--- src/rtl/fetch_stage_pkg.sv ---
// fetch_stage_pkg: shared data/address width, FSM state encoding and default reset PC.
`ifndef WIDTH
`define WIDTH 32
`endif
package fetch_stage_pkg;
    localparam int WIDTH = `WIDTH;
    localparam logic [WIDTH-1:0] DEFAULT_RESET_PC = '0;
    typedef enum logic [1:0] {
        FETCH    = 2'd0,
        BUFFERED = 2'd1,
        REDIRECT = 2'd2
    } fetch_state_t;
endpackage

--- src/rtl/fetch_skid_buf.sv ---
// fetch_skid_buf: one-entry holding register for a word fetched while decode is stalled.
module fetch_skid_buf #(
    parameter int W = 64
) (
    input  logic         clk,
    input  logic         rst,
    input  logic         wr,
    input  logic         rd,
    input  logic         clr,
    input  logic [W-1:0] din,
    output logic [W-1:0] dout,
    output logic         full
);
    always_ff @(posedge clk or posedge rst) begin
        if (rst) begin
            full <= 1'b0;
            dout <= '0;
        end else if (clr) begin
            full <= 1'b0;
            dout <= '0;
        end else if (wr) begin
            full <= 1'b1;
            dout <= din;
        end else if (rd) begin
            full <= 1'b0;
        end
    end
endmodule

--- src/rtl/fetch_stage.sv ---
// fetch_stage: PC/instruction-fetch stage with skid buffer and branch redirect.
// Optional performance counters are enabled by defining FETCH_PERF_CNT_EN.
module fetch_stage
    import fetch_stage_pkg::*;
#(
    parameter logic [`WIDTH-1:0] RESET_PC = DEFAULT_RESET_PC
) (
    input  logic              clk,
    input  logic              rst,
    input  logic              stall,
    input  logic              branch_taken,
    input  logic [`WIDTH-1:0] branch_target,
    output logic              imem_req,
    output logic [`WIDTH-1:0] imem_addr,
    input  logic              imem_ready,
    input  logic [31:0]       imem_rdata,
    output logic              if_id_valid,
    output logic [31:0]       if_id_instr,
    output logic [`WIDTH-1:0] if_id_pc4
`ifdef FETCH_PERF_CNT_EN
    ,
    output logic [31:0]       perf_fetch_cnt,
    output logic [31:0]       perf_flush_cnt
`endif
);
    fetch_state_t state, state_d;
    logic [`WIDTH-1:0] pc, pc_d, pc4, redir, redir_d;
    logic hs, br, ld_mem, ld_skid, bubble, skid_wr, skid_full;
    logic [31+`WIDTH:0] skid_dout;

    assign pc4       = pc + `WIDTH'(4);
    assign imem_addr = pc;
    assign imem_req  = state != BUFFERED;
    assign hs        = imem_req & imem_ready;
    assign br        = branch_taken & ~stall;
    assign bubble    = ~stall & ~ld_mem & ~ld_skid;

    fetch_skid_buf #(.W(32 + `WIDTH)) u_skid (
        .clk  (clk),
        .rst  (rst),
        .wr   (skid_wr),
        .rd   (ld_skid),
        .clr  (br),
        .din  ({imem_rdata, pc4}),
        .dout (skid_dout),
        .full (skid_full)
    );

    always_ff @(posedge clk or posedge rst) begin
        if (rst) begin
            state <= FETCH;
            pc    <= RESET_PC;
            redir <= '0;
        end else begin
            state <= state_d;
            pc    <= pc_d;
            redir <= redir_d;
        end
    end

    always_comb begin
        state_d = state;
        pc_d    = pc;
        redir_d = redir;
        ld_mem  = 1'b0;
        ld_skid = 1'b0;
        skid_wr = 1'b0;
        unique case (state)
            FETCH: begin
                if (br) begin
                    pc_d    = hs ? branch_target : pc;
                    redir_d = hs ? redir : branch_target;
                    state_d = hs ? FETCH : REDIRECT;
                end else if (hs) begin
                    pc_d    = pc4;
                    ld_mem  = ~stall;
                    skid_wr = stall;
                    state_d = stall ? BUFFERED : FETCH;
                end
            end
            BUFFERED: begin
                if (br) begin
                    pc_d    = branch_target;
                    state_d = FETCH;
                end else if (!stall) begin
                    ld_skid = skid_full;
                    state_d = FETCH;
                end
            end
            REDIRECT: begin
                // A younger branch retargets the in-flight discard instead of the old target
                if (br) begin
                    pc_d    = hs ? branch_target : pc;
                    redir_d = hs ? redir : branch_target;
                    state_d = hs ? FETCH : REDIRECT;
                end else if (hs) begin
                    pc_d    = redir;
                    state_d = FETCH;
                end
            end
            default: state_d = FETCH;
        endcase
    end

    always_ff @(posedge clk or posedge rst) begin
        if (rst) begin
            if_id_valid <= 1'b0;
            if_id_instr <= '0;
            if_id_pc4   <= '0;
        end else if (ld_mem) begin
            if_id_valid <= 1'b1;
            if_id_instr <= imem_rdata;
            if_id_pc4   <= pc4;
        end else if (ld_skid) begin
            if_id_valid <= 1'b1;
            {if_id_instr, if_id_pc4} <= skid_dout;
        end else if (bubble) begin
            if_id_valid <= 1'b0;
        end
    end

`ifdef FETCH_PERF_CNT_EN
    always_ff @(posedge clk or posedge rst) begin
        if (rst) begin
            perf_fetch_cnt <= '0;
            perf_flush_cnt <= '0;
        end else begin
            perf_fetch_cnt <= perf_fetch_cnt + 32'(ld_mem | ld_skid);
            perf_flush_cnt <= perf_flush_cnt + 32'(br);
        end
    end
`endif
endmodule

--- config.mk ---
export PLATFORM = sky130hd
export DESIGN_NAME = fetch_stage
export DESIGN_NICKNAME = d
export VERILOG_FILES = /design/src/rtl/fetch_stage_pkg.sv /design/src/rtl/fetch_skid_buf.sv /design/src/rtl/fetch_stage.sv
export SDC_FILE = /design/constraint.sdc
export NUM_CORES = 1
export LEC_CHECK = 0
export ABC_AREA = 1
export CORE_UTILIZATION = 55
export DETAILED_ROUTE_END_ITERATION = 10
export HOLD_SLACK_MARGIN = 0.05
export PLACE_DENSITY = 0.94
export SETUP_SLACK_MARGIN = 0.2
export SLEW_MARGIN = 10
export SYNTH_ARGS = -nofsm -noshare
export SYNTH_HDL_FRONTEND = slang
export SYNTH_SLANG_ARGS = --single-unit
--- constraint.sdc ---
create_clock -name clk -period 10.9 [get_ports clk]
set_input_delay 1.09 -clock clk [delete_from_list [all_inputs] [get_ports clk]]
set_output_delay 1.09 -clock clk [all_outputs]
set_load 0.01 [all_outputs]
==> results.py <==
metrics = {
    "run_status": {
        "run_status": "finished with violations",
        "failed_checks": "DRC",
    },
    "detailed_routing": {
        "detail_route.wl_per_cell_um": 17.37,
        "initialDrtViolationCount": 1323,
        "remaining_drc_errors": 27,
        "ant_nets": 0,
        "detailed_routing_iterations_pass_1": 9,
        "route.vias.total": 9929,
        "wl_um": 29720,
        "route.detailed.vias_per_inst": 5.803,
    },
    "die": {
        "die_area_sq_mm": 0.01917,
        "row_count": 49,
        "core_region_area_sq_mm": 0.01809,
        "io-pin-count": 167,
        "initial_core_utilization_pct": 56.62,
        "die_height_um": 138.5,
        "die_x_um": 138.5,
    },
    "grt": {
        "grt_start_max_net_pins": 111,
        "grt.total_usage_pct": 31.85,
        "grt_pass1_vias": 9406,
        "grt_first_pass_wirelength_um": 48690,
        "antenna_found_initial": 0,
        "global_route.overflow_total": 0,
    },
    "timing": {
        "timing.final.max_slew_violations": 0,
        "final-hold-violation-count": 0,
        "timing.final.crit_period_ns": 3.803,
        "fin_crit_sh_pct": 34.89,
        "max_freq_mhz": 263.0,
        "worst-slew-pin-transition_ns": 1.095,
        "totalNegativeSetupSlack_ns": 0,
        "worst_slew_margin_rel_pct": 26.92,
        "rsz0062_at_grt": "no",
        "timing.final.setup_violations": 0,
        "timing.clock.skew_ns": 0.01126,
        "layout_setup_ws_ns": 7.097,
    },
    "clock_network": {
        "buffer_cell_driving_the_clock_tree_root": "sky130_fd_sc_hd__clkbuf_16",
        "path_clk_slew_ns": 0.08,
        "cts_buffers": 17,
        "buffers_inserted_during_post_cts_setup_optimization": 0,
        "cts_hold_repair.buffers": 0,
        "cts.htree.levels": 4,
        "clock_insertion_delay_worst_skew_ns": 0.45,
        "post_cts.resized_instances": 0,
        "max-clock-path-buffers": 2,
        "cts_tree": "done",
        "numClockSinks": 196,
    },
    "critical_path": {
        "path_cells": "clkdlybuf4s50_1 > inv_2 > nand2_2 > buf_4 > inv_2 > nor2_4 > inv_2 > o22ai_1",
        "critical_path.max_fanout": 63,
        "timing_worst_setup_path_type": "primary input to flip-flop",
        "cp-end-kind": "flip-flop",
        "critical_path_buf_inv_count": 5,
        "critPathMaxStageDelay_ns": 0.57,
        "path_common_cell": "sky130_fd_sc_hd__inv_2",
        "crit_slowest_cell": "sky130_fd_sc_hd__buf_4",
        "crit_family": "buffers and inverters",
        "crit_required_ns": 11.24,
        "cp_data_arrival_time_ns": 4.15,
        "worstSetupStartpointType": "primary input",
    },
    "min_path": {
        "holdCritPathClass": "flip-flop to flip-flop",
    },
    "layout": {
        "fin_util_pct": 69.51,
        "final_cell_count_no_fill": 1711,
        "layout.cell_area.non_filler_sq_mm": 0.01257,
        "layout_cell_share_with_drive_strength_beyond_1_pct": 5.735,
        "final_net_count": 1543,
        "combined_area_of_the_multi_input_logic_cells_sq_mm": 0.004436,
        "fill_cells": 1339,
        "area_delta_synth_final_pct": 22.75,
        "final-seq-area_sq_mm": 0.004905,
        "antennaDiodeCount": 0,
    },
    "synthesis": {
        "synth_flop_cell": "sky130_fd_sc_hd__dfrtp_1",
        "postSynthCellCount": 1345,
        "synthDistinctLibCells": 34,
        "syn-mean-instance-area_sq_um": 7.614,
        "ys_seq_area_share_pct": 47.89,
        "synth-async-reset-ratio_pct": 100.0,
        "synthesis.nets": 1419,
        "synth_area_sq_mm": 0.01024,
        "synth-edff-count": 0,
        "yosysWarningCount": 0,
        "yosys_register_bits": 196,
    },
    "placed_design": {
        "dp.cells": 1679,
        "gp_congestion": 0.9281,
        "postPlaceCellArea_sq_mm": 0.01195,
        "portBuffers": 166,
        "hpwl_um": 19550,
        "dp_worst_setup_slack_ns": 6.801,
    },
    "power": {
        "leakage_nw": 5.936,
        "powerDensity_mw_per_mm2": 282.5,
        "highest_ir_drop_seen_on_vdd_mv": 0.1423,
    },
    "flow_run": {
        "cap_violations": 0,
    },
}
## state kept, by name, summed over array words and instances (netlist names)
signal and cells:
if_id_valid 1, if_id_pc4 32, u_skid.full 1, redir 32
state 2, imem_addr 32, if_id_instr 32, u_skid.dout 64
## through the flow
step	power (W)	hold WS, ns
after floorplan	0.002184	0.4495
after global placement	0.002793	0.4647
after detailed placement	0.002853	0.4671
after CTS	0.003519	0.4874
after global routing	0.003769	0.5113
final	0.003552	0.4857
## routing by layer
metal  share of wire (%)  global-route usage (%)  wire length, um  vias up
met1                  41                   44.29            12230     4662
li1                    -                       -                -     4574
met5                   0                       0                0        -
met4                 2.3                   11.24              696        0
met3                 9.9                   6.443             2950       71
met2                  47                   49.80            13850      622
## placed cells by master (no fill, tap or decap), types with 3 or more instances in the layout
cell                              instances
sky130_fd_sc_hd__o21ai_0                 87
sky130_fd_sc_hd__clkinv_8                 5
sky130_fd_sc_hd__o211ai_1                36
sky130_fd_sc_hd__a31oi_1                 23
sky130_fd_sc_hd__inv_8                    5
sky130_fd_sc_hd__nor2_4                   9
sky130_fd_sc_hd__nand2_1                490
sky130_fd_sc_hd__nand3_1                 69
sky130_fd_sc_hd__a21oi_1                 54
sky130_fd_sc_hd__inv_1                  147
sky130_fd_sc_hd__nor2_2                   8
sky130_fd_sc_hd__buf_4                   10
sky130_fd_sc_hd__inv_2                    7
sky130_fd_sc_hd__o221ai_1                21
sky130_fd_sc_hd__o22ai_1                 27
sky130_fd_sc_hd__ha_1                     5
sky130_fd_sc_hd__nand2_2                  7
sky130_fd_sc_hd__o21ai_1                  7
sky130_fd_sc_hd__and2_1                   3
sky130_fd_sc_hd__xor2_2                   3
sky130_fd_sc_hd__nor2_1                  49
sky130_fd_sc_hd__inv_6                    3
sky130_fd_sc_hd__xor2_1                  10
sky130_fd_sc_hd__dfrtp_1                196
sky130_fd_sc_hd__clkdlybuf4s50_1        166
sky130_fd_sc_hd__clkbuf_16               17
## synthesized netlist by cell type (3+ instances only)
library cell,instances,share of area (%)
sky130_fd_sc_hd__a21oi_1,54,2.6
sky130_fd_sc_hd__a31oi_1,23,1.4
sky130_fd_sc_hd__and2_1,3,0.18
sky130_fd_sc_hd__buf_1,6,0.22
sky130_fd_sc_hd__buf_2,40,2.0
sky130_fd_sc_hd__clkbuf_1,23,0.84
sky130_fd_sc_hd__dfrtp_1,196,48
sky130_fd_sc_hd__ha_1,5,0.61
sky130_fd_sc_hd__inv_1,148,5.4
sky130_fd_sc_hd__inv_2,7,0.26
sky130_fd_sc_hd__nand2_1,490,18
sky130_fd_sc_hd__nand2_2,7,0.43
sky130_fd_sc_hd__nand3_1,70,3.4
sky130_fd_sc_hd__nor2_1,49,1.8
sky130_fd_sc_hd__nor2_2,8,0.49
sky130_fd_sc_hd__nor2_4,9,0.99
sky130_fd_sc_hd__o211ai_1,36,2.6
sky130_fd_sc_hd__o21ai_0,87,4.3
sky130_fd_sc_hd__o21ai_1,7,0.34
sky130_fd_sc_hd__o221ai_1,21,1.8
sky130_fd_sc_hd__o22ai_1,27,1.6
sky130_fd_sc_hd__xor2_1,10,0.86
sky130_fd_sc_hd__xor2_2,3,0.48
## cell type report
class / count / share of cell area (%)
clock buffers: 17 / 3.384
clock inverters: 15 / 1.533
multi-input cells: 923 / 35.28
repair buffers: 176 / 13.82
inverters: 155 / 4.688
well taps: 229 / 2.279
flip-flops and latches: 196 / 39.02
## cells by family (layout without fill, tap and decap cells)
| family | count (synthesis) | count (layout) | synth area share (%) |
|---|---|---|---|
| simple gates | 643 | 643 | 25.96 |
| compound gates | 260 | 260 | 15.14 |
| buf+inv | 226 | 363 | 8.845 |
| flops | 196 | 196 | 47.89 |
| xor+xnor | 13 | 13 | 1.332 |
| fa+ha+maj | 5 | 5 | 0.6109 |
| mux | 2 | 2 | 0.2199 |
## worst register-to-register path: stages (launching register included)
cell and delay [ns]:
sky130_fd_sc_hd__dfrtp_1 0.44, sky130_fd_sc_hd__inv_1 0.11, sky130_fd_sc_hd__ha_1 0.22, sky130_fd_sc_hd__inv_2 0.20, sky130_fd_sc_hd__nand2_1 0.41, sky130_fd_sc_hd__nor2_4 0.81
sky130_fd_sc_hd__nor2_4 0.20, sky130_fd_sc_hd__inv_2 0.67, sky130_fd_sc_hd__o22ai_1 0.22
## worst paths after layout
check | startpoint | endpoint | slack (ns) | cells after the start
hold / removal | u_skid.dout[5] | u_skid.dout[5] | 0.49 | 2
min in group asynchronous | rst | state[1] | 1.20 | 2
hold reg to reg | u_skid.dout[5] | u_skid.dout[5] | 0.49 | 2
setup / recovery | stall | u_skid.dout[10] | 7.10 | 8
setup reg to reg | state[1] | u_skid.dout[10] | 7.45 | 8
max in group asynchronous | rst | if_id_instr[3] | 8.13 | 3
## power breakdown
part / total [W] / switching (W) / internal, W
Clock: 0.000651 / 0.000335 / 0.000316
Combinational: 0.00161 / 0.000946 / 0.000663
Sequential: 0.00129 / 0.000256 / 0.00103
No activity file was read; power rests on OpenSTA's default activity.
